--- src/rtl/mem_dump_reader_pkg.sv ---
// mem_dump_reader_pkg
//   Shared definitions for the memory dump reader: FSM state encoding and
//   default sizing of the memory window it walks.
package mem_dump_reader_pkg;

   localparam int NB_DATA_DEF    = 8;
   localparam int NB_ADDRESS_DEF = 3;
   localparam int N_ADDRESS_DEF  = 8;

   typedef enum logic [1:0] {
      ST_IDLE = 2'd0,
      ST_READ = 2'd1,
      ST_SEND = 2'd2,
      ST_DONE = 2'd3
   } state_t;

endpackage

--- src/rtl/mem_dump_reader.sv ---
// mem_dump_reader
//   Reader-side master for the sync-write / async-read data memory. On a
//   start request it walks a window of words and streams them out over a
//   valid/ready handshake, one word per transfer (best case 1 word / 2 cycles).
//
//   state | meaning
//   ------+-----------------------------------------------------------
//   IDLE  | waiting for i_start; base/count sampled here
//   READ  | o_r_en=1, i_r_data captured into o_data at the edge
//   SEND  | o_valid=1, o_data held until o_valid & i_ready
//   DONE  | o_done pulse for one cycle, then back to IDLE
//
// Ports
//   i_clk, i_rst_n          clock, async active-low reset
//   i_start, i_base_addr,   dump request and its window (sampled in IDLE)
//   i_count
//   i_abort                 synchronous cancel while in READ/SEND
//   o_r_addr, o_r_en,       memory read port (data combinational)
//   i_r_data
//   o_data, o_valid,        output stream
//   i_ready
//   o_busy                  high in every state except IDLE
//   o_done                  one-cycle pulse when a dump completes
module mem_dump_reader
   import mem_dump_reader_pkg::*;
#(
   parameter int NB_DATA    = NB_DATA_DEF,
   parameter int NB_ADDRESS = NB_ADDRESS_DEF,
   parameter int N_ADDRESS  = N_ADDRESS_DEF,
   localparam int NB_COUNT  = NB_ADDRESS + 1
) (
   input  logic                  i_clk,
   input  logic                  i_rst_n,
   input  logic                  i_start,
   input  logic [NB_ADDRESS-1:0] i_base_addr,
   input  logic [NB_COUNT-1:0]   i_count,
   input  logic                  i_abort,
   output logic [NB_ADDRESS-1:0] o_r_addr,
   output logic                  o_r_en,
   input  logic [NB_DATA-1:0]    i_r_data,
   output logic [NB_DATA-1:0]    o_data,
   output logic                  o_valid,
   input  logic                  i_ready,
   output logic                  o_busy,
   output logic                  o_done
);

   localparam logic [NB_COUNT-1:0]   N_CNT     = NB_COUNT'(N_ADDRESS);
   localparam logic [NB_ADDRESS-1:0] LAST_ADDR = NB_ADDRESS'(N_ADDRESS - 1);

   state_t                state;
   logic [NB_ADDRESS-1:0] addr_q;
   logic [NB_COUNT-1:0]   remaining_q;

   logic                  req_empty;
   logic [NB_COUNT-1:0]   eff_count;
   logic [NB_ADDRESS-1:0] next_addr;

   // Window is empty if nothing asked for or the base lies outside memory.
   assign req_empty = (i_count == '0) || ({1'b0, i_base_addr} >= N_CNT);
   assign eff_count = (i_count > N_CNT) ? N_CNT : i_count;
   // Wrap at N_ADDRESS, which need not be a power of two.
   assign next_addr = (addr_q == LAST_ADDR) ? '0 : addr_q + 1'b1;

   assign o_r_addr = addr_q;

   always_ff @(posedge i_clk or negedge i_rst_n) begin
      if (!i_rst_n) begin
         state       <= ST_IDLE;
         addr_q      <= '0;
         remaining_q <= '0;
         o_data      <= '0;
         o_valid     <= 1'b0;
         o_r_en      <= 1'b0;
         o_busy      <= 1'b0;
         o_done      <= 1'b0;
      end else begin
         case (state)
            ST_IDLE: begin
               o_done <= 1'b0;
               if (i_start) begin
                  o_busy <= 1'b1;
                  if (req_empty) begin
                     state  <= ST_DONE;
                     o_done <= 1'b1;
                  end else begin
                     state       <= ST_READ;
                     addr_q      <= i_base_addr;
                     remaining_q <= eff_count;
                     o_r_en      <= 1'b1;
                  end
               end
            end

            ST_READ: begin
               o_r_en <= 1'b0;
               if (i_abort) begin
                  state  <= ST_IDLE;
                  o_busy <= 1'b0;
               end else begin
                  state   <= ST_SEND;
                  o_data  <= i_r_data;
                  o_valid <= 1'b1;
               end
            end

            ST_SEND: begin
               // Abort wins over a transfer in the same cycle.
               if (i_abort) begin
                  state   <= ST_IDLE;
                  o_valid <= 1'b0;
                  o_busy  <= 1'b0;
               end else if (i_ready) begin
                  o_valid <= 1'b0;
                  if (remaining_q == NB_COUNT'(1)) begin
                     state  <= ST_DONE;
                     o_done <= 1'b1;
                  end else begin
                     state       <= ST_READ;
                     remaining_q <= remaining_q - 1'b1;
                     addr_q      <= next_addr;
                     o_r_en      <= 1'b1;
                  end
               end
            end

            ST_DONE: begin
               state  <= ST_IDLE;
               o_done <= 1'b0;
               o_busy <= 1'b0;
            end

            default: begin
               state   <= ST_IDLE;
               o_valid <= 1'b0;
               o_r_en  <= 1'b0;
               o_busy  <= 1'b0;
               o_done  <= 1'b0;
            end
         endcase
      end
   end

endmodule
--- config.mk ---
export PLATFORM = sky130hd
export DESIGN_NAME = mem_dump_reader
export DESIGN_NICKNAME = d
export VERILOG_FILES = /design/src/rtl/mem_dump_reader_pkg.sv /design/src/rtl/mem_dump_reader.sv
export SDC_FILE = /design/constraint.sdc
export NUM_CORES = 1
export LEC_CHECK = 0
export ABC_CLOCK_PERIOD_IN_PS = 2000
export CAP_MARGIN = 10
export CORE_MARGIN = 4
export CORE_UTILIZATION = 45
export CTS_BUF_LIST = sky130_fd_sc_hd__clkbuf_8
export DETAILED_ROUTE_END_ITERATION = 7
export DONT_BUFFER_PORTS = 1
export PLACE_DENSITY = 0.65
export SYNTH_ARGS = -nofsm -noshare
export SYNTH_HDL_FRONTEND = slang
export SYNTH_SLANG_ARGS = --single-unit
--- constraint.sdc ---
create_clock -name i_clk -period 2 [get_ports i_clk]
set_clock_uncertainty 0.2 [all_clocks]
set_input_delay 0.3 -clock i_clk [delete_from_list [all_inputs] [get_ports i_clk]]
set_output_delay 0.3 -clock i_clk [all_outputs]
set_load 0.05 [all_outputs]
==> run metrics <==
number of remaining DRC errors 0; Reg clk slew, reported paths 0.08 ns; FF-to-FF path depth 6; hold depth 2; worst endpoint required time roughly 1.9 ns; FF+latch count, synth 21; final net count between 150 and 200; slowest stage delay, CP 0.39 ns; synth unique cells 32; Pwr per Cell Area 1810 nW/um^2; Initial DRC Count 14; Max Cap Violations 0; Worst Path Max Fanout 6; Slew Limit Headroom a little over a third; Post-synth EDFFs 0; crit path DAT about 1.8 ns; row cnt 18; unrepaired setup endpoints after global routing no; GRT Util Overall roughly 15%; Routed Antenna Nets 0; Worst Setup Start Kind flop; root buf cell clkbuf_8; htree depth 1; Hold Path Origin i_abort; IO buf count 0; routed vias/inst about 5.4; CTS sink cnt 21; Setup-failing EPs final 0; drt first pass iters 4; Fin Setup TNS 0 ns; via count roughly 840; n_diodes 0; Slew Limit Fails 0; Mapped Cells about 110; DP Area 1330 sq um; peak supply drop approximately 1300 uV; total grt overflow 0; Die ar. between 3000 and 4000 sq um; r2r startpoint state[1]; Worst Hold Class in -> reg; clock buffer count from CTS 3; Top delay family on crit path flip-flops; Die Ht about 61 um; FF-to-FF End o_r_addr[0]; TritonCTS clock tree done; hpwl dp 1880 um; CP bufs+invs 1; register area share after synthesis about 42%; worst skew pair latency 0.25 ns; Synth Cell Area 1240 sq um; crit-path cells inv_1, ha_1, nand2b_1, a21boi_2, nand3_4, mux2_4; Crit. End Element flop; initial antenna violation count 0; Fillers 214; asr flop ratio synth between 90% and 100%; Yosys warning total 0; syn nets about 140; final worst path period need between 1.5 and 2 ns; final instance area around 1500 sq um; worst-margin pin slew 0.958 ns; initial core utilization between 40% and 50%; P_leak between 0.6 and 0.7 nW; drt total wl around 2500 um; core area 2570 sq um; Worst Hold End o_valid; Critical Path Slowest Stage Cell dfrtp_1; maximum clock frequency around 0.53 GHz; Final period util ~94%; Syn Area/Cell ~12 sq um; maximum number of pins on one net before global-route repair 22; Placer Congestion roughly 0.86; share of layout cells above drive strength 1 approximately 22%; P&R area growth vs syn 18.1%; Hold Vio Cnt, Final 0; R2R setup slack about 0.12 ns; run status complete, no violations; Top Ports 35; vias in the first global route just under 900; Worst Path Class, Setup reg -> reg; chip width between 60 and 70 um; first-pass GRT wire length just under 4000 um; wire per inst ~16 um; prevailing post-synth register cell dfrtp_1; Clock Path Buffers 2
==> final cells by class <==
class                      instances  area, sq um  area share (%)
timing repair buffer              18          158            10.7
clock buffer                       3         41.3            2.81
multi-input combinational         73          667            45.4
tap                               30         37.5            2.55
inverter                           9         33.8            2.30
clock inverter                     1         7.51           0.511
sequential                        21          526            35.7
==> stage by stage <==
stage | hold WS (ns) | utilization (%) | setup slack, ns | instances | power (mW)
2_1_floorplan | -0.196 | - | 0.0646 | 106 | 2.09
3_3_place_gp | -0.195 | 51.8 | 0.117 | 142 | 2.33
3_5_place_dp | -0.195 | 51.8 | 0.0489 | 142 | 2.38
4_1_cts | 0.0215 | 57.2 | 0.0371 | 155 | 2.69
5_1_grt | 0.0195 | 57.3 | 0.00210 | 155 | 2.84
6_report | 0.0253 | 57.3 | 0.116 | 155 | 2.66
==> power breakdown <==
part | switching [mW] | leakage, nW | internal (mW)
Combinational | 0.600 | 0.387 | 0.574
Sequential | 0.571 | 0.248 | 0.631
Clock | 0.142 | 0.0217 | 0.140
Total | 1.31 | 0.657 | 1.34
==> registers in the layout, summed over array words and instances (netlist names) <==
signal / count
o_r_en: 1
remaining_q: 4
o_data: 8
o_r_addr: 3
o_valid: 1
o_busy: 1
state: 2
o_done: 1
==> cell families after synthesis <==
| logic type | after synthesis | synth area share, % |
|---|---|---|
| adders and majority gates | 10 | 10.1 |
| buffers and inverters | 12 | 4.42 |
| and+or+nand+nor | 23 | 13.9 |
| DFF | 21 | 42.2 |
| xor gates and xnor gates | 1 | 0.704 |
| AOI/OAI and AO/OA | 19 | 9.75 |
| muxes | 20 | 19.0 |
==> synthesized netlist by cell type, types with 2 or more instances <==
cell type | number | area, sq um
ha_1 | 10 | 125
inv_1 | 9 | 33.8
buf_2 | 2 | 10.0
a41oi_1 | 2 | 17.5
nor2_1 | 3 | 11.3
a21oi_1 | 8 | 40.0
o21ai_0 | 2 | 10.0
nor3b_1 | 4 | 30.0
mux2_1 | 10 | 113
mux2i_1 | 3 | 30.0
mux2_2 | 3 | 33.8
nand2_2 | 2 | 12.5
o21ai_1 | 3 | 15.0
nand2b_1 | 4 | 25.0
dfrtp_1 | 21 | 526
mux2_4 | 4 | 60.1
==> repair_timing <==
item	in CTS	in global routing
hold endpoints to repair	29	0
hold buffers	9	0
buffers inserted	0	0
resized for setup	0	1
endpoints found under the setup margin	0	6
==> how the worst max path moves through the flow <==
stage                   start     endpoint  slack, ns  cells past startpoint
2_1_floorplan     o_r_addr[0]  o_r_addr[2]       0.06                      4
3_3_place_gp         state[0]  o_r_addr[0]       0.12                      5
3_5_place_dp         state[0]  o_r_addr[2]       0.05                      5
4_1_cts              state[0]  o_r_addr[2]       0.04                      5
5_1_grt        remaining_q[1]       o_done      0.002                      6
6_report             state[1]  o_r_addr[0]       0.12                      6
==> cells in the final DEF, fill, tap and decap left out, drive strengths merged <==
cell	count
nor3b	5
nor4	1
nor3	1
mux2i	3
or3	1
clkbuf	3
nand3b	1
o21ai	5
xnor2	1
buf	9
o22ai	1
a21oi	8
nor2b	1
nand4b	1
ha	10
nand3	2
a21boi	1
dlygate4sd3	9
nand2b	4
inv	9
nand2	3
a41oi	2
dfrtp	21
nor2	3
clkinvlp	1
mux2	17
a22oi	1
o211ai	1
==> layer usage <==
layer | global-route usage, % | up-vias | share of wire, %
li1 | - | 410 | -
met1 | 16.1 | 404 | 40
met2 | 26.3 | 26 | 51
met3 | 4.47 | 2 | 8.1
met4 | 4.64 | 0 | 0.86
met5 | 0 | - | 0
(Power assumes the default switching activity.)
